$ cat src/rtl/alu_functional_unit.sv
// -----------------------------------------------------------------------------
// alu_functional_unit
//
// Integer ALU for the RisKy1 RV32IM execute stage. It computes RV32I
// arithmetic, logical, shift, compare and LUI-pass results from two operands
// and an operation select. The result is registered, so it appears one clock
// after the operands. A valid flag is registered alongside the result. The
// unit accepts a new operation on every cycle and never stalls. It does not
// handle M-extension operations; those go to the separate mul/div block.
//
// Ports:
//   clk        in   1      system clock, rising-edge active
//   reset      in   1      synchronous, active-high reset
//   valid_in   in   1      op1/op2/sel are valid this cycle
//   op1        in   XLEN   rs1 value, or PC for AUIPC
//   op2        in   XLEN   rs2 value or immediate
//   sel        in   SEL_W  operation select (see alu_op_e)
//   result     out  XLEN   registered ALU result; holds while valid_in=0
//   valid_out  out  1      registered valid_in
//
// Optional feature, macro ALU_CMP_FLAGS_EN:
//   eq         out  1      registered op1 == op2
//   lt         out  1      registered signed(op1) < signed(op2)
//   ltu        out  1      registered unsigned(op1) < unsigned(op2)
// These flags are computed for every sel value. They follow the same
// update/hold rule as result.
// -----------------------------------------------------------------------------
module alu_functional_unit #(
    parameter int XLEN  = 32,
    parameter int SEL_W = 4
) (
    input  logic             clk,
    input  logic             reset,
    input  logic             valid_in,
    input  logic [XLEN-1:0]  op1,
    input  logic [XLEN-1:0]  op2,
    input  logic [SEL_W-1:0] sel,
    output logic [XLEN-1:0]  result,
    output logic             valid_out
`ifdef ALU_CMP_FLAGS_EN
    ,
    output logic             eq,
    output logic             lt,
    output logic             ltu
`endif
);

    localparam int SHAMT_W = $clog2(XLEN);

    typedef enum logic [SEL_W-1:0] {
        OP_ADD   = SEL_W'(0),
        OP_SUB   = SEL_W'(1),
        OP_AND   = SEL_W'(2),
        OP_OR    = SEL_W'(3),
        OP_XOR   = SEL_W'(4),
        OP_SLL   = SEL_W'(5),
        OP_SRL   = SEL_W'(6),
        OP_SRA   = SEL_W'(7),
        OP_SLT   = SEL_W'(8),
        OP_SLTU  = SEL_W'(9),
        OP_PASS2 = SEL_W'(10)
    } alu_op_e;

    // Only the low bits of op2 form the shift amount; the upper bits are
    // ignored, as RV32 shifts require.
    logic [SHAMT_W-1:0] shamt;
    logic               lt_signed;
    logic               lt_unsigned;
    logic [XLEN-1:0]    alu_res;

    logic [XLEN-1:0]    result_d, result_q;
    logic               valid_d,  valid_q;

    assign shamt       = op2[SHAMT_W-1:0];
    assign lt_signed   = $signed(op1) < $signed(op2);
    assign lt_unsigned = op1 < op2;

    always_comb begin
        // NOTE: every variable written in this block gets a default first, so
        // no path leaves it unassigned and no latch is inferred.
        alu_res = '0;
        case (sel)
            OP_ADD:   alu_res = op1 + op2;
            OP_SUB:   alu_res = op1 - op2;
            OP_AND:   alu_res = op1 & op2;
            OP_OR:    alu_res = op1 | op2;
            OP_XOR:   alu_res = op1 ^ op2;
            OP_SLL:   alu_res = op1 << shamt;
            OP_SRL:   alu_res = op1 >> shamt;
            OP_SRA:   alu_res = $unsigned($signed(op1) >>> shamt);
            OP_SLT:   alu_res = {{(XLEN-1){1'b0}}, lt_signed};
            OP_SLTU:  alu_res = {{(XLEN-1){1'b0}}, lt_unsigned};
            OP_PASS2: alu_res = op2;
            default:  alu_res = '0;  // reserved encodings produce zero
        endcase
    end

    // The result holds its last value on idle cycles. valid_out simply
    // follows valid_in, so reserved ops still report valid.
    always_comb begin
        result_d = valid_in ? alu_res : result_q;
        valid_d  = valid_in;
    end

`ifdef ALU_CMP_FLAGS_EN
    logic eq_d,  eq_q;
    logic lt_d,  lt_q;
    logic ltu_d, ltu_q;

    always_comb begin
        eq_d  = valid_in ? (op1 == op2) : eq_q;
        lt_d  = valid_in ? lt_signed    : lt_q;
        ltu_d = valid_in ? lt_unsigned  : ltu_q;
    end
`endif

    always_ff @(posedge clk) begin
        // NOTE: non-blocking assignments here, so every flop samples the
        // pre-edge value of its inputs regardless of statement order.
        if (reset) begin
            result_q <= '0;
            valid_q  <= 1'b0;
`ifdef ALU_CMP_FLAGS_EN
            eq_q     <= 1'b0;
            lt_q     <= 1'b0;
            ltu_q    <= 1'b0;
`endif
        end else begin
            result_q <= result_d;
            valid_q  <= valid_d;
`ifdef ALU_CMP_FLAGS_EN
            eq_q     <= eq_d;
            lt_q     <= lt_d;
            ltu_q    <= ltu_d;
`endif
        end
    end

    assign result    = result_q;
    assign valid_out = valid_q;
`ifdef ALU_CMP_FLAGS_EN
    assign eq        = eq_q;
    assign lt        = lt_q;
    assign ltu       = ltu_q;
`endif

endmodule

$ cat config.mk
export PLATFORM = sky130hd
export DESIGN_NAME = alu_functional_unit
export DESIGN_NICKNAME = d
export VERILOG_FILES = /design/src/rtl/alu_functional_unit.sv
export SDC_FILE = /design/constraint.sdc
export NUM_CORES = 1
export LEC_CHECK = 0
export CAP_MARGIN = 20
export CELL_PAD_IN_SITES_DETAIL_PLACEMENT = 1
export CELL_PAD_IN_SITES_GLOBAL_PLACEMENT = 2
export CORE_MARGIN = 2
export CORE_UTILIZATION = 37
export DETAILED_ROUTE_END_ITERATION = 16
export GPL_ROUTABILITY_DRIVEN = 1
export PLACE_DENSITY = 0.94
export REMOVE_ABC_BUFFERS = 1
export SETUP_SLACK_MARGIN = 0.5
export SYNTH_ARGS = -nofsm -noshare
export SYNTH_HDL_FRONTEND = slang
export SYNTH_SLANG_ARGS = --single-unit
$ cat constraint.sdc
create_clock -name clk -period 5.7 [get_ports clk]
set_input_delay 0.57 -clock clk [delete_from_list [all_inputs] [get_ports clk]]
set_output_delay 0.57 -clock clk [all_outputs]
set_load 0.01 [all_outputs]
# --- Word-level counts from Yosys, hierarchy flattened ---
# Index checks and enable logic that the tools add are counted.
classes:
  n_addsub: 2
  n_lt_le_gt_ge: 2
  n_eq_ne: 10
  shift: 3
  n_mux: 1
  n_bitwise: 3
  n_reduce_logical: 1
ops:
  columns: ["op", "n"]
  rows:
  - ["one-hot mux 32 bit (11 select lines)", 1]
  - ["< comparator 32 bit", 2]
  - ["adder 32 bit", 1]
  - ["AND 32 bit", 1]
  - ["OR 32 bit", 1]
  - ["<< shifter 32 x 5 -> 32 bit", 1]
  - [">> shifter 32 x 5 -> 32 bit", 1]
  - [">>> shifter 32 x 5 -> 32 bit", 1]
  - ["subtractor 32 bit", 1]
  - ["XOR 32 bit", 1]
  - ["== test 4 x 3 -> 1 bit (second input constant)", 4]
  - ["== test 4 bit (second input constant)", 3]
  - ["== test 4 x 2 -> 1 bit (second input constant)", 2]
  - ["== test 4 x 1 -> 1 bit (second input constant)", 1]
  - ["zero test 4 bit", 1]
word_totals:
  reg_bits: 33
  input_bits: 71

# --- Longest topological paths before layout ---
# Gate-level depths: netlist of the first run.
depth:
  ltp_word: 2
  mapped_depth: 15

# --- Least setup slack after synthesis of the first run ---
# OpenSTA, ideal clock, no wires.
synth_path:
  path_kind: "input port to flip-flop"
  from: "input port op2[3]"
  to: "register result_q[27] (netlist: result[27])"
  arrival_ns: 3.635
  slack_ns: 1.938
  cell_stages: 15
  n_path_buf: 4
  path_cell_list: "clkbuf_1 > inv_1 > clkbuf_1 > buf_1 > ha_1 > buf_2 > nor2_1 > o311a_1 > o32a_1 > and3_4 > o41ai_4 > a21boi_0 > o211a_1 > o41ai_1 > nand2_1"
synth_via:
  elab_chain_cells: 2
  word_cells_on_any_way: 6
  cone_classes: "add/sub (2); shift (3); mux (1)"
synth_lines:
  columns: ["item", "line", "source"]
  rows:
  - ["from (decl)", "36", "input logic [XLEN-1:0] op2,"]
  - ["subtractor 32 bit, or another cell as far along", "84", "OP_SUB: alu_res = op1 - op2;"]
  - ["one-hot mux 32 bit (11 select lines) *", "82", "case (sel)"]
  - ["to (signal assigned)", "129", "result_q <= result_d;"]
  - ["to (decl)", "71", "logic [XLEN-1:0] result_d, result_q;"]
# Mark *: on every way between the ends. The rest lies on a longest branch, timed or not.
# A chain may end at the register's enable or synchronous reset.

# --- Final worst setup path of the first run ---
layout_path:
  from: "input port sel[0]"
  to: "register result_q[21] (netlist: result[21])"
layout_via:
  elab_chain_cells: 2
  word_cells_on_any_way: 12
  cone_classes: "eq/ne (10); mux (1); reduce/logical (1)"
layout_lines:
  columns: ["item", "line", "source"]
  rows:
  - ["from (decl)", "37", "input logic [SEL_W-1:0] sel,"]
  - ["== test 4 bit, or another cell as far along", "82", null]
  - ["one-hot mux 32 bit (11 select lines) *", "82", null]
# Marked as above.

==> impl_metrics.csv, run 1 <==
group,metric,value,unit
floorplanning,row_count,60,
timing,tns,0,ps
yosys,yosysSeqAreaShare,0.0659,
placed_design,numPortBuffers,103,
cts,cts_tree,"done",
detailed_routing,drc,0,
worst_setup_path,slowest_delay,960,ps
outcome,run_status,"finished, final reports clean",
global_route,grt-ovfl-total,0,
pwr,ir_drop,0.0871,mV
global_route,antenna_found_initial,2,
worst_hold_path,hold_path_end,"result[1]$_SDFFE_PP0P_",
cts,clkSlewWorstSetupHoldPaths,70,ps
detailed_routing,ant_nets,0,
timing,rsz0062_at_grt,"false",
worst_setup_path,crit_arrival,4890,ps
floorplanning,start_util,0.374,
cts,postCtsSetupRepairBufs,0,
timing,slew_headroom,0.244,
cts,root_buffer,"clkbuf_16",
layout,drive_above_1_share,0.0818,
worst_setup_path,crit_type,"input pin to flop",
timing,fin_skew,0,ps
cts,insertion_delay,310,ps
floorplanning,ios,104,
yosys,synth_area_per_cell,7.02,µm²
detailed_routing,routedWlPerCell,28.6,µm
worst_hold_path,hold_depth,2,
detailed_routing,vias,12500,
timing,maxSlewViolCount,0,
cts,cts_hold_buf,0,
global_route,grt_pass1_vias,12100,
yosys,synth-seq-cells,33,
timing,period_share,0.823,
layout,post-route-util,0.427,
timing,tightestPinTransition,1110,ps
worst_hold_path,hold_class,"flop to flop",
timing,final-hold-violation-count,0,
worst_setup_path,cp.required,5900,ps
flow_run,drv_cap,0,
placed_design,gp_congestion,0.980,
worst_setup_path,start_kind,"input pin",
global_route,grt_pass1_wl,77000,µm
detailed_routing,vias_per_cell,6.93,
timing,setup_viol,0,
worst_setup_path,r2r_end,"result[21]$_SDFFE_PP0P_",
worst_setup_path,endpoint_kind,"flop",
placed_design,hpwl,38700,µm
worst_setup_path,worst_path_max_delay_cell,"clkdlybuf4s50_1",
detailed_routing,drt-initial-drc-count,1445,
cts,numCtsBuffers,5,
yosys,netlist_instances,1428,
cts,ctsHtreeMaxLevel,2,
layout,area_delta_synth_final,14.1,%
yosys,synth_warnings,0,
worst_setup_path,r2r_cells,6,
worst_setup_path,r2r_slack,3130,ps
cts,cts_sinks,33,
yosys,netlist_area,10000,µm²
worst_setup_path,worstReg2RegStart,"result[21]$_SDFFE_PP0P_",
cts,cts_max_path_buffers,2,
timing,max_freq,0.213,GHz
worst_setup_path,worstPathMaxFanout,20,
detailed_routing,routed_wirelength,51400,µm
yosys,synth-edff-count,0,
layout,fillers,3395,
floorplanning,die_area,28400,µm²
worst_hold_path,min-delay-start,"result[1]$_SDFFE_PP0P_",
floorplanning,die_w,169,µm
pwr,leakage,4.62,nW
pwr,power_density,142,nW/µm²
cts,cts_resized,0,
detailed_routing,first_pass_iters,5,
floorplanning,core,26800,µm²
floorplanning,die_h,169,µm
layout,fin_nets,1628,
timing,timing.final.crit_period,4690,ps
yosys,ys.flop_type,"dfxtp_1",
yosys,async_reset_ff_frac,0,
worst_setup_path,cp_cell_sequence,"clkdlybuf4s50_1, nand4bb_1, buf_4, o21ai_0, a2111oi_0, o21ai_0, a2111oi_0, buf_1, a21oi_1",
global_route,grt_usage,0.355,
global_route,grt_max_degree,72,
yosys,synth_cell_types,79,
==> placed cells by master, fill, tap and decap left out, types with 15 or more instances in the layout <==
master and n:
inv_1 99, o21ai_0 96, a211oi_1 28, clkdlybuf4s50_1 98
a21oi_1 135, a221oi_1 31, nand4_1 16, buf_4 33
mux2i_1 58, a22oi_1 15, nor2_1 172, o211ai_1 16
mux2_2 16, a21o_1 15, nand3_1 27, mux4_2 38
nor3_1 42, ha_1 101, nor2b_1 15, o22ai_1 15
nand2_1 102, dfxtp_1 33
==> where the power goes <==
part	total (W)	internal (W)	switching, W
clock	0.000323	0.000173	0.000150
combinational	0.00104	0.000380	0.000664
sequential	0.000253	0.000244	0.00000895
==> through the flow <==
step	setup slack, ps	std cells	cell area, µm²	power [W]	hold WS (ps)
final	1010	1796	11400	0.00162	480
after detailed placement	895	1788	11300	0.00126	467
after global placement	524	1786	11300	0.00125	459
after floorplan	1240	1310	9550	0.000834	484
after global routing	1010	1795	11400	0.00169	496
after CTS	1220	1795	11400	0.00159	477
==> registers in the layout, indices dropped and copies added (netlist names) <==
register	count
valid_out	1
result	32
==> how the worst max path moves through the flow <==
stage	from	to	slack, ps	depth (start not counted)
6_report	sel[0]	result[21]$_SDFFE_PP0P_	1010	9
4_1_cts	sel[0]	result[21]$_SDFFE_PP0P_	1220	9
3_5_place_dp	sel[0]	result[21]$_SDFFE_PP0P_	890	9
3_3_place_gp	sel[0]	result[21]$_SDFFE_PP0P_	520	8
5_1_grt	sel[0]	result[21]$_SDFFE_PP0P_	1010	9
2_1_floorplan	sel[0]	result[25]$_SDFFE_PP0P_	1240	9
==> kinds of logic (layout without fill, tap and decap cells) <==
family          count (synthesis)  count (layout)  share of synthesized area
xor+xnor                       12              12                     0.0105
mux                           112             112                      0.161
other cells                     0               1                          0
compound gates                503             503                      0.340
fa+ha+maj                     103             103                      0.130
simple gates                  446             446                      0.207
buf+inv                       219             245                     0.0854
flops                          33              33                     0.0659
==> Yosys cell counts (all sizes together) (16+ instances only) <==
| master | n | area (µm²) |
|---|---|---|
| o21ai | 96 | 480 |
| buf | 29 | 143 |
| ha | 101 | 1260 |
| dfxtp | 33 | 661 |
| nor3 | 42 | 210 |
| a21o | 16 | 121 |
| mux2 | 16 | 180 |
| nand2 | 102 | 383 |
| mux2i | 58 | 581 |
| a21oi | 135 | 676 |
| a211oi | 28 | 210 |
| a221oi | 31 | 272 |
| nand3 | 27 | 135 |
| clkbuf | 89 | 334 |
| inv | 99 | 372 |
| nor2 | 172 | 646 |
| o211ai | 16 | 120 |
| mux4 | 38 | 856 |
| nand4 | 16 | 100 |
==> critical path: cells and delay by family <==
| kind | cells | cell delay (ps) |
|---|---|---|
| simple gates | 1 | 850 |
| compound gates | 5 | 1840 |
| buf+inv | 3 | 1600 |
==> per-layer routing <==
metal	GRT usage	wire, µm	share of wire
met2	0.547	22300	0.43
met4	0.154	2430	0.047
met3	0.0622	4790	0.093
met5	0	13	0.00025
met1	0.486	21800	0.42
==> layout make-up <==
class                           instances  area [µm²]  area share
Timing Repair Buffer                  137        1270       0.111
Tap cell                              341         427      0.0373
Antenna cell                            1        2.50    0.000219
Sequential cell                        33         661      0.0577
Multi-Input combinational cell       1176        8560       0.748
Inverter                              101         379      0.0331
Clock buffer                            7         143      0.0125
Note: power is estimated with default switching activity, not from simulation.
==> run 2, diff against run 1 <==
--- a/config.mk
+++ b/config.mk
@@ -9,10 +9,10 @@
 export CELL_PAD_IN_SITES_DETAIL_PLACEMENT = 1
 export CELL_PAD_IN_SITES_GLOBAL_PLACEMENT = 2
 export CORE_MARGIN = 2
-export CORE_UTILIZATION = 37
+export CORE_UTILIZATION = 34
 export DETAILED_ROUTE_END_ITERATION = 16
 export GPL_ROUTABILITY_DRIVEN = 1
-export PLACE_DENSITY = 0.94
+export PLACE_DENSITY = 0.88
 export REMOVE_ABC_BUFFERS = 1
 export SETUP_SLACK_MARGIN = 0.5
 export SYNTH_ARGS = -nofsm -noshare
==> constraint.sdc (replaced) <==
create_clock -name clk -period 4.6 [get_ports clk]
set_input_delay 0.46 -clock clk [delete_from_list [all_inputs] [get_ports clk]]
set_output_delay 0.46 -clock clk [all_outputs]
set_load 0.01 [all_outputs]
==> run 2 against run 1 <==
- via count increased by 0.84%
- die area up 8.6%
- clock skew did not move
- final area is 3.8% higher
- critical path depth grew 5
- largest cell class unchanged
- clock-buffer cell count down 1
- register-to-register slack got worse by 610 ps
- critical path type unchanged
- clock power grew 19%
- non-clock buffer count rose by 52
==> impl_metrics.csv, run 2 (same netlist as run 1, synthesis figures left out) <==
group,metric,value,unit
layout,multi_input_area,8560,µm²
detailed_routing,drt-initial-drc-count,1604,
layout,final_common_cell,"nor2_1",
pwr,leakage,4.87,nW
global_route,grt_usage,0.341,
timing,rsz0062_at_grt,"false",
global_route,grt_pass1_wl,79800,µm
timing,max_freq,0.254,GHz
detailed_routing,ant_nets,0,
layout,fin_nets,1680,
placed_design,hpwl,41500,µm
layout,seqCellArea,661,µm²
pwr,swShare,0.507,
floorplanning,start_util,0.347,
placed_design,numPortBuffers,103,
timing,fin_ws,662,ps
timing,tns,0,ps
pwr,pwr-share-seq,0.154,
cts,numCtsBuffers,5,
layout,antenna_cells,0,
detailed_routing,routedWlPerCell,28.2,µm
layout,fillers,3679,
timing,maxSlewViolCount,0,
worst_setup_path,endpoint_kind,"flop",
layout,design_area,11900,µm²
cts,cts_sinks,33,
worst_setup_path,crit_arrival,4120,ps
global_route,grt_max_degree,70,
timing,setup_viol,0,
placed_design,place_area,11700,µm²
cts,root_buffer,"clkbuf_16",
pwr,switchingPower,0.00103,W
floorplanning,die_h,176,µm
cts,cts_hold_buf,0,
floorplanning,die_area,30900,µm²
layout,drive_above_1_share,0.115,
pwr,p_clk_frac,0.188,
flow_run,drv_cap,0,
timing,slew_headroom,0.334,
pwr,p_total,0.00204,W
global_route,grt_pass1_vias,12500,
worst_hold_path,hold_class,"flop to flop",
detailed_routing,vias_per_cell,6.64,
worst_setup_path,path_common_cell,"o221ai_1",
placed_design,gp_congestion,0.980,
timing,timing.final.crit_period,3940,ps
floorplanning,core,28900,µm²
global_route,use_met1,0.461,
floorplanning,ios,104,
cts,postCtsSetupRepairBufs,0,
worst_setup_path,cp_cell_sequence,"clkdlybuf4s50_1, inv_1, ha_1, fa_1, o21ba_2, nor4_1, buf_4, o21a_1, o22ai_2, o221ai_1, o221ai_1, xnor2_1, a221oi_1, a211oi_1",
global_route,gr-usage-met2,0.524,
layout,layout_common_cells,"nor2_1, a21oi_1, nand2_1",
global_route,use_met3,0.0714,
pwr,power_density,172,nW/µm²
cts,cts_tree,"done",
pwr,p_int,0.00101,W
detailed_routing,routed_wirelength,53400,µm
worst_setup_path,slowest_delay,570,ps
timing,fin_skew,0,ps
timing,tightestPinTransition,998,ps
placed_design,post-place-ws,385,ps
worst_setup_path,crit_type,"input pin to flop",
worst_setup_path,cp.required,4790,ps
layout,area_delta_synth_final,18.4,%
detailed_routing,first_pass_iters,6,
pwr,power_frac_comb,0.658,
outcome,run_status,"finished, final reports clean",
timing,period_share,0.856,
detailed_routing,vias,12600,
worst_setup_path,worstPathMaxFanout,5,
floorplanning,die_w,176,µm
global_route,antenna_found_initial,0,
cts,insertion_delay,310,ps
layout,post-route-util,0.411,
worst_setup_path,worst_path_max_delay_cell,"clkdlybuf4s50_1",
global_route,grt-ovfl-total,0,
cts,clkSlewWorstSetupHoldPaths,70,ps
floorplanning,row_count,62,
pwr,ir_drop,0.120,mV
timing,final-hold-violation-count,0,
layout,largest_register_ffs,32,
cts,cts_max_path_buffers,2,
cts,ctsHtreeMaxLevel,2,
detailed_routing,drc,0,
global_route,gr-max-usage-layer,"met2",
worst_setup_path,start_kind,"input pin",
-- run 2: critical path, delay by kind of cell --
| family | cells | cell delay, ps |
|---|---|---|
| adder cells (fa/ha/maj) | 2 | 640 |
| buffers and inverters | 3 | 860 |
| AND/OR/NAND/NOR | 1 | 220 |
| XOR/XNOR | 1 | 190 |
| AO/OA/AOI/OAI | 7 | 1740 |
-- run 2: path summary, 6_finish.rpt --
kind | start | depth (start not counted) | endpoint | slack (ps)
min | result[1]$_SDFFE_PP0P_ | 2 | result[1]$_SDFFE_PP0P_ | 470
max reg2reg | result[19]$_SDFFE_PP0P_ | 5 | result[19]$_SDFFE_PP0P_ | 2520
min reg2reg | result[1]$_SDFFE_PP0P_ | 2 | result[1]$_SDFFE_PP0P_ | 470
max | op1[0] | 14 | result[30]$_SDFFE_PP0P_ | 660
-- run 2: layer usage --
layer / part of all wire / vias up
li1: - / 5505
met1: 0.42 / 6197
met2: 0.43 / 712
met3: 0.098 / 141
met4: 0.049 / 0
met5: 0 / -
-- run 2: layout make-up --
class | instances | share of cell area
multi-input cells | 1176 | 0.721
well taps | 384 | 0.0405
clock inverters | 2 | 0.000843
flip-flops and latches | 33 | 0.0556
repair buffers | 189 | 0.139
inverters | 101 | 0.0319
clock buffers | 6 | 0.0109
-- run 2: power by group through the flow --
stage	clock [W]	sequential [W]	combinational, W
floorplan	0	0.000326	0.000708
global placement	0	0.000320	0.00128
detailed placement	0	0.000320	0.00130
CTS	0.000398	0.000314	0.00130
global route	0.000399	0.000316	0.00143
finish	0.000385	0.000314	0.00134
-- run 2: per-stage QoR --
| stage | instances | hold WS, ps |
|---|---|---|
| floorplan | 1310 | 484 |
| global placement | 1883 | 459 |
| detailed placement | 1883 | 460 |
| CTS | 1891 | 470 |
| global route | 1891 | 495 |
| finish | 1891 | 467 |
-- run 2: what timing repair did --
action,in CTS,in global routing
resized for setup,0,1
hold endpoints to repair,0,0
setup endpoints to repair,0,1
==> run 3, diff against run 2 <==
--- a/config.mk
+++ b/config.mk
@@ -5,7 +5,6 @@
 export SDC_FILE = /design/constraint.sdc
 export NUM_CORES = 1
 export LEC_CHECK = 0
-export CAP_MARGIN = 20
 export CELL_PAD_IN_SITES_DETAIL_PLACEMENT = 1
 export CELL_PAD_IN_SITES_GLOBAL_PLACEMENT = 2
 export CORE_MARGIN = 2
==> constraint.sdc (replaced) <==
create_clock -name clk -period 4.5 [get_ports clk]
set_input_delay 0.45 -clock clk [delete_from_list [all_inputs] [get_ports clk]]
set_output_delay 0.45 -clock clk [all_outputs]
set_load 0.01 [all_outputs]
==> run 3 against run 2 <==
- core utilization rose by 0.45 points
- clock-buffer cell count did not move
- wire length rose by 0.50%
- die area did not move
- critical path type unchanged
==> impl_metrics.csv, run 3 (same netlist as run 1, synthesis figures left out) <==
group,metric,value,unit
outcome,run_status,"finished, final reports clean",
pwr,swShare,0.506,
floorplanning,ios,104,
timing,period_share,0.867,
layout,antenna_cells,0,
detailed_routing,drc,0,
global_route,grt-ovfl-total,0,
timing,fin_ws,598,ps
layout,seqCellArea,661,µm²
global_route,grt_pass1_wl,79800,µm
pwr,power_frac_comb,0.659,
cts,numCtsBuffers,5,
worst_setup_path,cpLargestDelayFamily,"compound AO/OA/AOI/OAI gates",
pwr,switchingPower,0.00106,W
cts,insertion_delay,310,ps
timing,fin_skew,0,ps
placed_design,dp.cells,1898,
pwr,power_density,175,nW/µm²
placed_design,gp_congestion,0.978,
timing,tns,0,ps
timing,final-hold-violation-count,0,
placed_design,post-place-ws,286,ps
timing,maxSlewViolCount,0,
timing,tightestPinTransition,941,ps
layout,layout_common_cells,"nor2_1, a21oi_1, nand2_1",
cts,cts_sinks,33,
detailed_routing,ant_nets,0,
worst_setup_path,start_kind,"input pin",
layout,final_cell_count_no_fill,1906,
timing,setup_viol,0,
global_route,antenna_found_initial,1,
layout,area_delta_synth_final,19.7,%
timing,timing.final.crit_period,3900,ps
floorplanning,start_util,0.347,
cts,postCtsSetupRepairBufs,0,
worst_setup_path,worst_path_max_delay_cell,"clkdlybuf4s50_1",
global_route,grt_usage,0.341,
pwr,p_int,0.00104,W
floorplanning,core,28900,µm²
worst_setup_path,crit_arrival,4160,ps
layout,post-route-util,0.416,
placed_design,hpwl,41900,µm
cts,cts_max_path_buffers,2,
global_route,grt_max_degree,80,
detailed_routing,drt-initial-drc-count,1370,
worst_setup_path,worstPathMaxFanout,9,
cts,clkSlewWorstSetupHoldPaths,70,ps
worst_setup_path,cp_cell_sequence,"clkdlybuf4s50_1, inv_1, ha_2, inv_1, a21o_1, o32a_1, and3_4, o41ai_4, buf_4, a21oi_1, o31a_1, a2111oi_1, a211o_1",
layout,largest_register_ffs,32,
layout,drive_above_1_share,0.125,
cts,cts_resized,0,
global_route,grt_pass1_vias,12500,
worst_setup_path,crit_type,"input pin to flop",
worst_setup_path,slowest_delay,610,ps
pwr,ir_drop,0.120,mV
detailed_routing,vias,12600,
placed_design,numPortBuffers,103,
cts,cts_tree,"done",
timing,slew_headroom,0.370,
pwr,pwr-share-seq,0.152,
worst_hold_path,hold_class,"flop to flop",
timing,rsz0062_at_grt,"true",
cts,ctsHtreeMaxLevel,2,
floorplanning,row_count,62,
detailed_routing,routedWlPerCell,28.1,µm
layout,fin_nets,1695,
worst_setup_path,endpoint_kind,"flop",
cts,cts_hold_buf,0,
flow_run,drv_cap,0,
layout,final_common_cell,"nor2_1",
floorplanning,die_w,176,µm
floorplanning,die_h,176,µm
worst_setup_path,critPathBufInv,4,
worst_setup_path,path_common_cell,"inv_1",
worst_setup_path,cp.required,4760,ps
floorplanning,die_area,30900,µm²
pwr,leakage,4.95,nW
timing,max_freq,0.256,GHz
layout,multi_input_area,8560,µm²
cts,root_buffer,"clkbuf_16",
detailed_routing,first_pass_iters,5,
detailed_routing,routed_wirelength,53600,µm
layout,fillers,3671,
pwr,p_clk_frac,0.189,
detailed_routing,vias_per_cell,6.63,
[run 3: cell types whose count changed in the layout (fill, tap and decap cells not counted), sizes merged]
cell / delta
buf: +15
[run 3: power by group through the flow]
stage,Combinational [W],Sequential (W),Clock [W]
2_1_floorplan,0.000724,0.000333,0
3_3_place_gp,0.00132,0.000327,0
3_5_place_dp,0.00134,0.000327,0
4_1_cts,0.00134,0.000321,0.000398
5_1_grt,0.00147,0.000323,0.000404
6_report,0.00139,0.000321,0.000397
[run 3: worst reg2reg max path, delay by kind of cell, from the launching register on]
| kind | cells | cell delay, ps |
|---|---|---|
| flops | 1 | 310 |
| buf+inv | 3 | 650 |
| simple gates | 1 | 130 |
| compound gates | 4 | 1070 |
[run 3: per-stage QoR]
step	hold slack, ps	area, µm²	power [W]
floorplan	484	9550	0.00106
global placement	458	11900	0.00165
detailed placement	459	11900	0.00166
CTS	470	12000	0.00206
global route	487	12000	0.00220
finish	468	12000	0.00210
[run 3: final timing paths]
check	start	endpoint	slack [ps]	cells after the start
min reg2reg	result[1]$_SDFFE_PP0P_	result[1]$_SDFFE_PP0P_	470	2
max reg2reg	result[21]$_SDFFE_PP0P_	result[21]$_SDFFE_PP0P_	2210	8
max	op1[4]	result[29]$_SDFFE_PP0P_	600	13
min	result[1]$_SDFFE_PP0P_	result[1]$_SDFFE_PP0P_	470	2
[run 3: layer usage]
metal,routed length [µm],vias to the layer above,part of all wire,GRT usage
met5,0,-,0,0
met4,2030,0,0.038,0.115
met3,4940,119,0.092,0.0591
met2,23700,680,0.44,0.539
met1,23000,6286,0.43,0.468
li1,-,5549,-,-
[run 3: final cells by class]
cell class	count	area share
Inverter	101	0.0316
Timing Repair Buffer	204	0.148
Sequential cell	33	0.0550
Multi-Input combinational cell	1176	0.714
Tap cell	384	0.0400
Clock inverter	2	0.000834
Clock buffer	6	0.0107
